File: src/rtl/carregador_instr.sv
// Instruction entry from DE2 switches/buttons: two debounced keys, a 16+16 bit
// word assembler and a valid/ack writer into instruction memory, plus step pulses.
module tecla_debounce #(
    parameter int CICLOS = 50000
) (
    input  logic clock,
    input  logic reset,
    input  logic tecla,
    output logic evento
);
    localparam int CW = $clog2(CICLOS + 1);

    logic [1:0]    sinc;
    logic          nivel;
    logic          nivel_d;
    logic [CW-1:0] cnt;

    always_ff @(posedge clock) begin
        if (!reset) begin
            sinc    <= 2'b11;
            nivel   <= 1'b1;
            nivel_d <= 1'b1;
            cnt     <= '0;
            evento  <= 1'b0;
        end else begin
            sinc    <= {sinc[0], tecla};
            nivel_d <= nivel;
            // press = debounced level just went 1->0; releases are silent
            evento  <= nivel_d & ~nivel;
            if (sinc[1] == nivel)
                cnt <= '0;
            else if (cnt == CW'(CICLOS)) begin
                nivel <= ~nivel;
                cnt   <= '0;
            end else
                cnt <= cnt + 1'b1;
        end
    end
endmodule

module carregador_instr #(
    parameter int DEBOUNCE_CYCLES = 50000,
    parameter int ADDR_W          = 5
) (
    input  logic              clock,
    input  logic              reset,
    input  logic              modo_carga,
    input  logic [15:0]       sw_dado,
    input  logic              key_carrega,
    input  logic              key_passo,
    input  logic              mem_ack,
    output logic              mem_we,
    output logic [ADDR_W-1:0] mem_addr,
    output logic [31:0]       mem_wdata,
    output logic              passo,
    output logic [1:0]        fase
);
    localparam int NUM_TECLAS = 2;

    typedef enum logic [1:0] {
        ESPERA_BAIXO = 2'd0,
        ESPERA_ALTO  = 2'd1,
        ESCRITA      = 2'd2
    } estado_t;

    estado_t                estado, prox;
    logic [NUM_TECLAS-1:0]  teclas;
    logic [NUM_TECLAS-1:0]  eventos;
    logic                   ev_carga;
    logic                   ev_passo;

    assign teclas   = {key_passo, key_carrega};
    assign ev_carga = eventos[0];
    assign ev_passo = eventos[1];

    genvar g;
    generate
        for (g = 0; g < NUM_TECLAS; g++) begin : g_tecla
            tecla_debounce #(.CICLOS(DEBOUNCE_CYCLES)) u_deb (
                .clock  (clock),
                .reset  (reset),
                .tecla  (teclas[g]),
                .evento (eventos[g])
            );
        end
    endgenerate

    always_ff @(posedge clock) begin
        if (!reset) estado <= ESPERA_BAIXO;
        else        estado <= prox;
    end

    always_comb begin
        prox = estado;
        case (estado)
            ESPERA_BAIXO: if (modo_carga && ev_carga) prox = ESPERA_ALTO;
            // leaving load mode abandons a half-entered word
            ESPERA_ALTO: begin
                if (!modo_carga)   prox = ESPERA_BAIXO;
                else if (ev_carga) prox = ESCRITA;
            end
            ESCRITA:     if (mem_ack) prox = ESPERA_BAIXO;
            default:     prox = ESPERA_BAIXO;
        endcase
    end

    always_comb begin
        mem_we = (estado == ESCRITA);
        fase   = estado;
        passo  = ev_passo && !modo_carga && (estado == ESPERA_BAIXO);
    end

    always_ff @(posedge clock) begin
        if (!reset) begin
            mem_addr  <= '0;
            mem_wdata <= '0;
        end else begin
            case (estado)
                ESPERA_BAIXO: if (modo_carga && ev_carga) mem_wdata[15:0]  <= sw_dado;
                ESPERA_ALTO:  if (modo_carga && ev_carga) mem_wdata[31:16] <= sw_dado;
                ESCRITA:      if (mem_ack) mem_addr <= mem_addr + 1'b1;
                default: ;
            endcase
        end
    end
endmodule

File: config.mk
export PLATFORM = sky130hd
export DESIGN_NAME = carregador_instr
export DESIGN_NICKNAME = d
export VERILOG_FILES = /design/src/rtl/carregador_instr.sv
export SDC_FILE = /design/constraint.sdc
export NUM_CORES = 1
export LEC_CHECK = 0
export ABC_AREA = 1
export BUFFER_PORTS_ARGS = -buffer_cell sky130_fd_sc_hd__buf_2
export CORE_ASPECT_RATIO = 0.6
export CORE_MARGIN = 10
export CORE_UTILIZATION = 35
export CTS_BUF_LIST = sky130_fd_sc_hd__clkbuf_8
export DETAILED_ROUTE_END_ITERATION = 10
export GPL_ROUTABILITY_DRIVEN = 0
export GPL_TIMING_DRIVEN = 0
export SKIP_CTS_REPAIR_TIMING = 1
export SLEW_MARGIN = 20
export SYNTH_ARGS = -nofsm -noshare
export SYNTH_HDL_FRONTEND = slang
export SYNTH_SLANG_ARGS = --single-unit
File: constraint.sdc
create_clock -name clock -period 1.2 [get_ports clock]
set_input_delay 0.24 -clock clock [delete_from_list [all_inputs] [get_ports clock]]
set_output_delay 0.24 -clock clock [all_outputs]
set_load 0.005 [all_outputs]
==> results of run 1 <==
==> registers in the layout, indices dropped and copies added (netlist names) <==
signal / cells
mem_wdata: 32
mem_addr: 5
g_tecla.u_deb.nivel_d: 2
g_tecla.u_deb.nivel: 2
fase: 2
g_tecla.u_deb.sinc: 4
g_tecla.u_deb.cnt: 32
g_tecla.u_deb.evento: 2
==> synth_stat cells, types with 4 or more instances <==
cell / instances / area (um2)
a21oi_1: 17 / 85.08
buf_2: 4 / 20.02
clkbuf_1: 4 / 15.01
dfxtp_1: 81 / 1622
ha_1: 5 / 62.56
inv_1: 52 / 195.2
nand2_1: 85 / 319.1
nand3_1: 26 / 130.1
nand4_1: 11 / 68.82
nor2_1: 131 / 491.7
o21ai_0: 26 / 130.1
o21ai_1: 10 / 50.05
or2_2: 6 / 37.54
xnor2_1: 6 / 52.55
xor2_1: 7 / 61.31
==> critical path, stage by stage (launching register included) <==
cell     delay [ps]
dfxtp_4         380
buf_4           140
nor3_4          270
inv_2           110
buf_6           170
nor2_1          110
nor2_1           60
==> worst max path at each step <==
| stage | startpoint | endpoint | slack (ps) | depth (start not counted) |
|---|---|---|---|---|
| after CTS | fase[1] | mem_we | -410 | 3 |
| after global routing | g_tecla[1].u_deb.cnt[8] | g_tecla[1].u_deb.cnt[7] | -220 | 8 |
| final | fase[0] | mem_wdata[15] | -150 | 6 |
| after detailed placement | fase[0] | mem_wdata[23] | -330 | 6 |
| after floorplan | fase[1] | mem_addr[4] | 1 | 5 |
| after global placement | modo_carga | mem_wdata[25] | -260 | 7 |
==> routing by layer <==
layer	wire [um]	track usage, %
met5	0	0
met4	44	2.404
met3	477	3.953
met2	4434	18.57
met1	5049	17.92
==> cell type report <==
| type | instances | area [um2] |
|---|---|---|
| multi-input combinational | 343 | 2024 |
| fill | 933 | 4753 |
| buffer | 10 | 88.84 |
| sequential | 81 | 1664 |
| timing repair buffer | 91 | 644.4 |
| clock inverter | 6 | 85.08 |
| clock buffer | 9 | 123.9 |
| inverter | 55 | 221.5 |
| tap | 135 | 168.9 |
==> through the flow <==
| step | instance area [um2] | power (mW) | utilization (%) | hold slack, ps |
|---|---|---|---|---|
| floorplan | 3513 | 2.804 | - | 346.6 |
| global placement | 3993 | 2.868 | 40.85 | 396.3 |
| detailed placement | 3993 | 2.870 | 40.85 | 401.6 |
| CTS | 4202 | 5.003 | 42.99 | 63.91 |
| global route | 5021 | 5.168 | 51.37 | 63.58 |
| finish | 5021 | 4.988 | 51.37 | 80.55 |
==> cells by family (layout without fill, tap and decap cells) <==
family	after synthesis	after routing	share of synthesized area, %
XOR/XNOR	13	13	3.264
adder cells (fa/ha/maj)	5	5	1.793
buffers and inverters	66	171	7.676
flip-flops	81	81	46.49
AND/OR/NAND/NOR	270	270	32.71
AO/OA/AOI/OAI	55	55	8.070
==> power by group <==
part,switching [mW],total (mW),leakage [nW],internal (mW)
combinational,0.0937,0.161,1.32,0.0673
clock,0.990,2.14,0.106,1.15
sequential,0.00666,2.68,0.666,2.68
==> impl_metrics.py, run 1 <==
metrics = {
    "sta": {
        "setup_viol": 52,
        "period_share_pct": 112.6,
        "drv_slew": 0,
        "max_slew_margin_pct": 67.26,
        "finalCriticalPeriod_ps": 1351,
        "fmax_mhz": 740.3,
        "finalHoldViolations": 0,
        "fin_worst_skew_ps": 4.558,
        "finalSetupTns_ps": -4581,
        "worst_pin_slew_ps": 491.0,
        "rsz0062_at_grt": "true",
        "setup_ws_ps": -150.8,
    },
    "drt": {
        "routedWlPerCell_um": 13.71,
        "initialDrtViolationCount": 195,
        "firstDrtPassIters": 4,
        "drt-vias-per-instance": 4.714,
        "num_vias": 3441,
        "ant_nets": 0,
        "routed_wl_mm": 10.01,
        "route.detailed.drc": 0,
    },
    "critical_path": {
        "worstSetupStartpointType": "flip-flop",
        "r2r_end": "mem_wdata[15]",
        "r2r_start": "fase[0]",
        "cp.arrival_ps": 1590,
        "cp_max_fo": 10,
        "endpoint_kind": "flip-flop",
        "crit_type": "reg2reg",
        "crit_required_ps": 1440,
        "worst-r2r-cell-count": 6,
        "reg2reg_slack_ps": -150,
    },
    "job": {
        "drv_cap": 0,
    },
    "global_routing": {
        "gr-total-overflow": 0,
        "grt_pass1_wl_mm": 15.46,
        "grt_max_degree": 14,
        "grt_pass1_vias": 3145,
        "antenna_found_initial": 0,
        "grt_use_total_pct": 12.72,
    },
    "place": {
        "dp.cells": 687,
        "hpwlAfterDp_mm": 7.021,
        "dp_slack_ps": -334.3,
        "port_buffers": 62,
    },
    "die": {
        "ios": 63,
        "fp-row-count": 28,
        "start_util_pct": 35.69,
        "die_area_um2": 14490,
        "die_h_um": 97.33,
        "die_w_um": 148.9,
        "coreArea_um2": 9774,
    },
    "logic_synthesis": {
        "avgSynthCellArea_um2": 7.119,
        "syn-num-nets": 517,
        "ys_ff_latch": 81,
        "ys_seq_area_share_pct": 46.48,
        "synthCells": 490,
        "synth_edf_count": 0,
        "yosysUniqueCellTypes": 26,
        "yosys_warnings": 0,
        "async_flop_share_pct": 0,
        "syn_area_um2": 3488,
        "synthFlopType": "dfxtp_1",
    },
    "clock_network": {
        "clkTransAtPathRegs_ps": 80,
        "clk_latency_ps": 350,
        "cts_root_buffer": "clkbuf_8",
        "max-clock-path-buffers": 2,
        "cts_tree": "yes",
        "clock_sinks": 81,
        "htreeDepth": 3,
        "cts_made_buffers": 9,
    },
    "cells_and_area": {
        "layout_common_cells": "77 x nor2_1, 76 x nand2_1, 62 x buf_2, 61 x dfxtp_1, 44 x inv_1",
        "num-nets-final": 618,
        "mostFrequentLayoutCell": "nor2_1",
        "drive_gt1_share_pct": 41.51,
        "final_cell_count_no_fill": 730,
        "diodes": 0,
        "area_growth_pct": 43.94,
    },
    "pwr": {
        "power_density_nw_per_um2": 993.5,
        "ir_worst_vdd_uv": 766.1,
        "leakage_nw": 2.095,
    },
    "worst_hold_path": {
        "hold_path_class": "in2reg",
        "hold_end": "g_tecla[1].u_deb.sinc[0]",
        "min-delay-start": "key_passo",
        "holdPathStages": 2,
    },
    "outcome": {
        "run_status": "finished, violations left",
        "violations": "negative setup slack",
    },
}
Power figures use the tool's default switching activity.
==> inputs of run 2 (changes only) <==
--- a/config.mk
+++ b/config.mk
@@ -14,6 +14,7 @@
 export DETAILED_ROUTE_END_ITERATION = 10
 export GPL_ROUTABILITY_DRIVEN = 0
 export GPL_TIMING_DRIVEN = 0
+export PLACE_DENSITY = 0.62
 export SKIP_CTS_REPAIR_TIMING = 1
 export SLEW_MARGIN = 20
 export SYNTH_ARGS = -nofsm -noshare
==> run 2 against run 1 <==
  * The flow still finishes with violations (negative setup slack)
  * Wire length increased by 2.8%
  * Clock power decreased by 16%
  * Combinational power about the same
  * Sequential power about the same
  * Register-to-register slack about the same
  * Largest cell class unchanged
  * Highest routed layer unchanged
==> impl_metrics.py, run 2 (synthesized netlist as in run 1, its figures left out) <==
metrics = {
    "outcome": {
        "run_status": "finished, violations left",
        "violations": "negative setup slack",
    },
    "sta": {
        "finalSetupTns_ps": -5029,
        "period_share_pct": 113.0,
        "setup_viol": 56,
        "finalCriticalPeriod_ps": 1356,
        "max_slew_margin_pct": 62.53,
        "worst_pin_slew_ps": 562.1,
        "fmax_mhz": 737.7,
        "rsz0062_at_grt": "true",
        "drv_slew": 0,
        "finalHoldViolations": 0,
        "setup_ws_ps": -155.6,
        "fin_worst_skew_ps": 4.095,
    },
    "clock_network": {
        "cts_root_buffer": "clkbuf_8",
        "max-clock-path-buffers": 2,
        "htreeDepth": 3,
        "clkTransAtPathRegs_ps": 80,
        "clock_sinks": 81,
        "cts_made_buffers": 9,
        "cts_tree": "yes",
        "clk_latency_ps": 340,
    },
    "cells_and_area": {
        "area_growth_pct": 46.31,
        "drive_gt1_share_pct": 40.86,
        "reg_top3": "g_tecla.u_deb.cnt (32), mem_wdata (32), mem_addr (5)",
        "diodes": 0,
        "final_cell_count_no_fill": 737,
        "mostFrequentLayoutCell": "nor2_1",
        "num-nets-final": 625,
        "fillerInstances": 867,
        "layout_common_cells": "79 x nor2_1, 78 x nand2_1, 62 x buf_2, 59 x dfxtp_1, 46 x inv_1",
        "utilization_pct": 52.21,
    },
    "critical_path": {
        "worstSetupStartpointType": "flip-flop",
        "startpoint": "fase[0]",
        "r2r_start": "g_tecla[1].u_deb.cnt[0]",
        "cp_max_fo": 4,
        "cp.arrival_ps": 1120,
        "cpPeakStageDelay_ps": 390,
        "crit_family": "flip-flops",
        "slowest_stage": "dfxtp_4",
        "path_buf_inv": 2,
        "cp_cell_sequence": "inv_6 > nand3_2 > nor2_1 > buf_2",
        "crit_type": "reg2out",
        "endpoint_kind": "primary output",
        "crit_required_ps": 960,
    },
    "die": {
        "ios": 63,
        "die_h_um": 97.33,
        "coreArea_um2": 9774,
        "die_area_um2": 14490,
        "fp-row-count": 28,
        "die_w_um": 148.9,
        "start_util_pct": 35.69,
    },
    "place": {
        "port_buffers": 62,
        "dp.cells": 687,
        "dp_slack_ps": -276.6,
        "hpwlAfterDp_mm": 6.871,
    },
    "global_routing": {
        "grt_pass1_wl_mm": 15.08,
        "grt_max_degree": 14,
        "use_met2_pct": 17.27,
        "antenna_found_initial": 0,
        "grtUsageMet1_pct": 18.02,
        "met3_usage_pct": 3.674,
        "gr-max-usage-layer": "met1",
        "grt_pass1_vias": 3036,
        "gr-total-overflow": 0,
        "grt_use_total_pct": 12.46,
    },
    "drt": {
        "firstDrtPassIters": 4,
        "drt-vias-per-instance": 4.761,
        "route.detailed.drc": 0,
        "routed_wl_mm": 10.29,
        "routedWlPerCell_um": 13.96,
        "ant_nets": 0,
        "initialDrtViolationCount": 249,
        "num_vias": 3509,
    },
    "pwr": {
        "power_density_nw_per_um2": 909.7,
        "ir_worst_vdd_uv": 648.8,
        "total_power_mw": 4.643,
        "leakage_nw": 2.143,
    },
    "job": {
        "drv_cap": 0,
    },
    "worst_hold_path": {
        "hold_path_class": "in2reg",
        "min-delay-start": "key_passo",
    },
}
==> run 2: worst paths after layout <==
check | to | slack (ps) | cells after the start
setup / recovery | passo | -160 | 4
hold / removal | g_tecla[1].u_deb.sinc[0] | 70 | 2
setup reg to reg | g_tecla[1].u_deb.cnt[8] | -150 | 8
hold reg to reg | g_tecla[1].u_deb.evento | 410 | 2
==> run 2: area by class of cell <==
type | count | area [um2] | share of cell area, %
Tap cell | 135 | 168.9 | 3.310
Timing Repair Buffer | 97 | 706.9 | 13.85
Buffer | 11 | 107.6 | 2.108
Inverter | 55 | 226.5 | 4.437
Clock inverter | 5 | 32.53 | 0.6374
Multi-Input combinational cell | 343 | 2054 | 40.25
Sequential cell | 81 | 1669 | 32.70
Clock buffer | 10 | 137.6 | 2.697
==> run 2: through the flow <==
stage	hold WS, ps	area, um2
floorplan	346.6	3513
global placement	398.7	3993
detailed placement	398.7	3993
CTS	57.38	4163
global route	60.27	5104
finish	71.63	5104
==> run 2: per-layer routing <==
metal / part of all wire (%) / vias up / wire [um]
met5: 0 / - / 0
met4: 0.66 / 0 / 68
met3: 5.4 / 8 / 555
met2: 43 / 92 / 4411
met1: 51 / 1640 / 5254
li1: - / 1769 / -
==> run 2: power by group <==
group	switching, mW	total (mW)	internal (mW)
registers	0.00612	2.68	2.68
clock network	1.01	1.80	0.794
logic	0.0940	0.159	0.0653
total	1.11	4.64	3.53
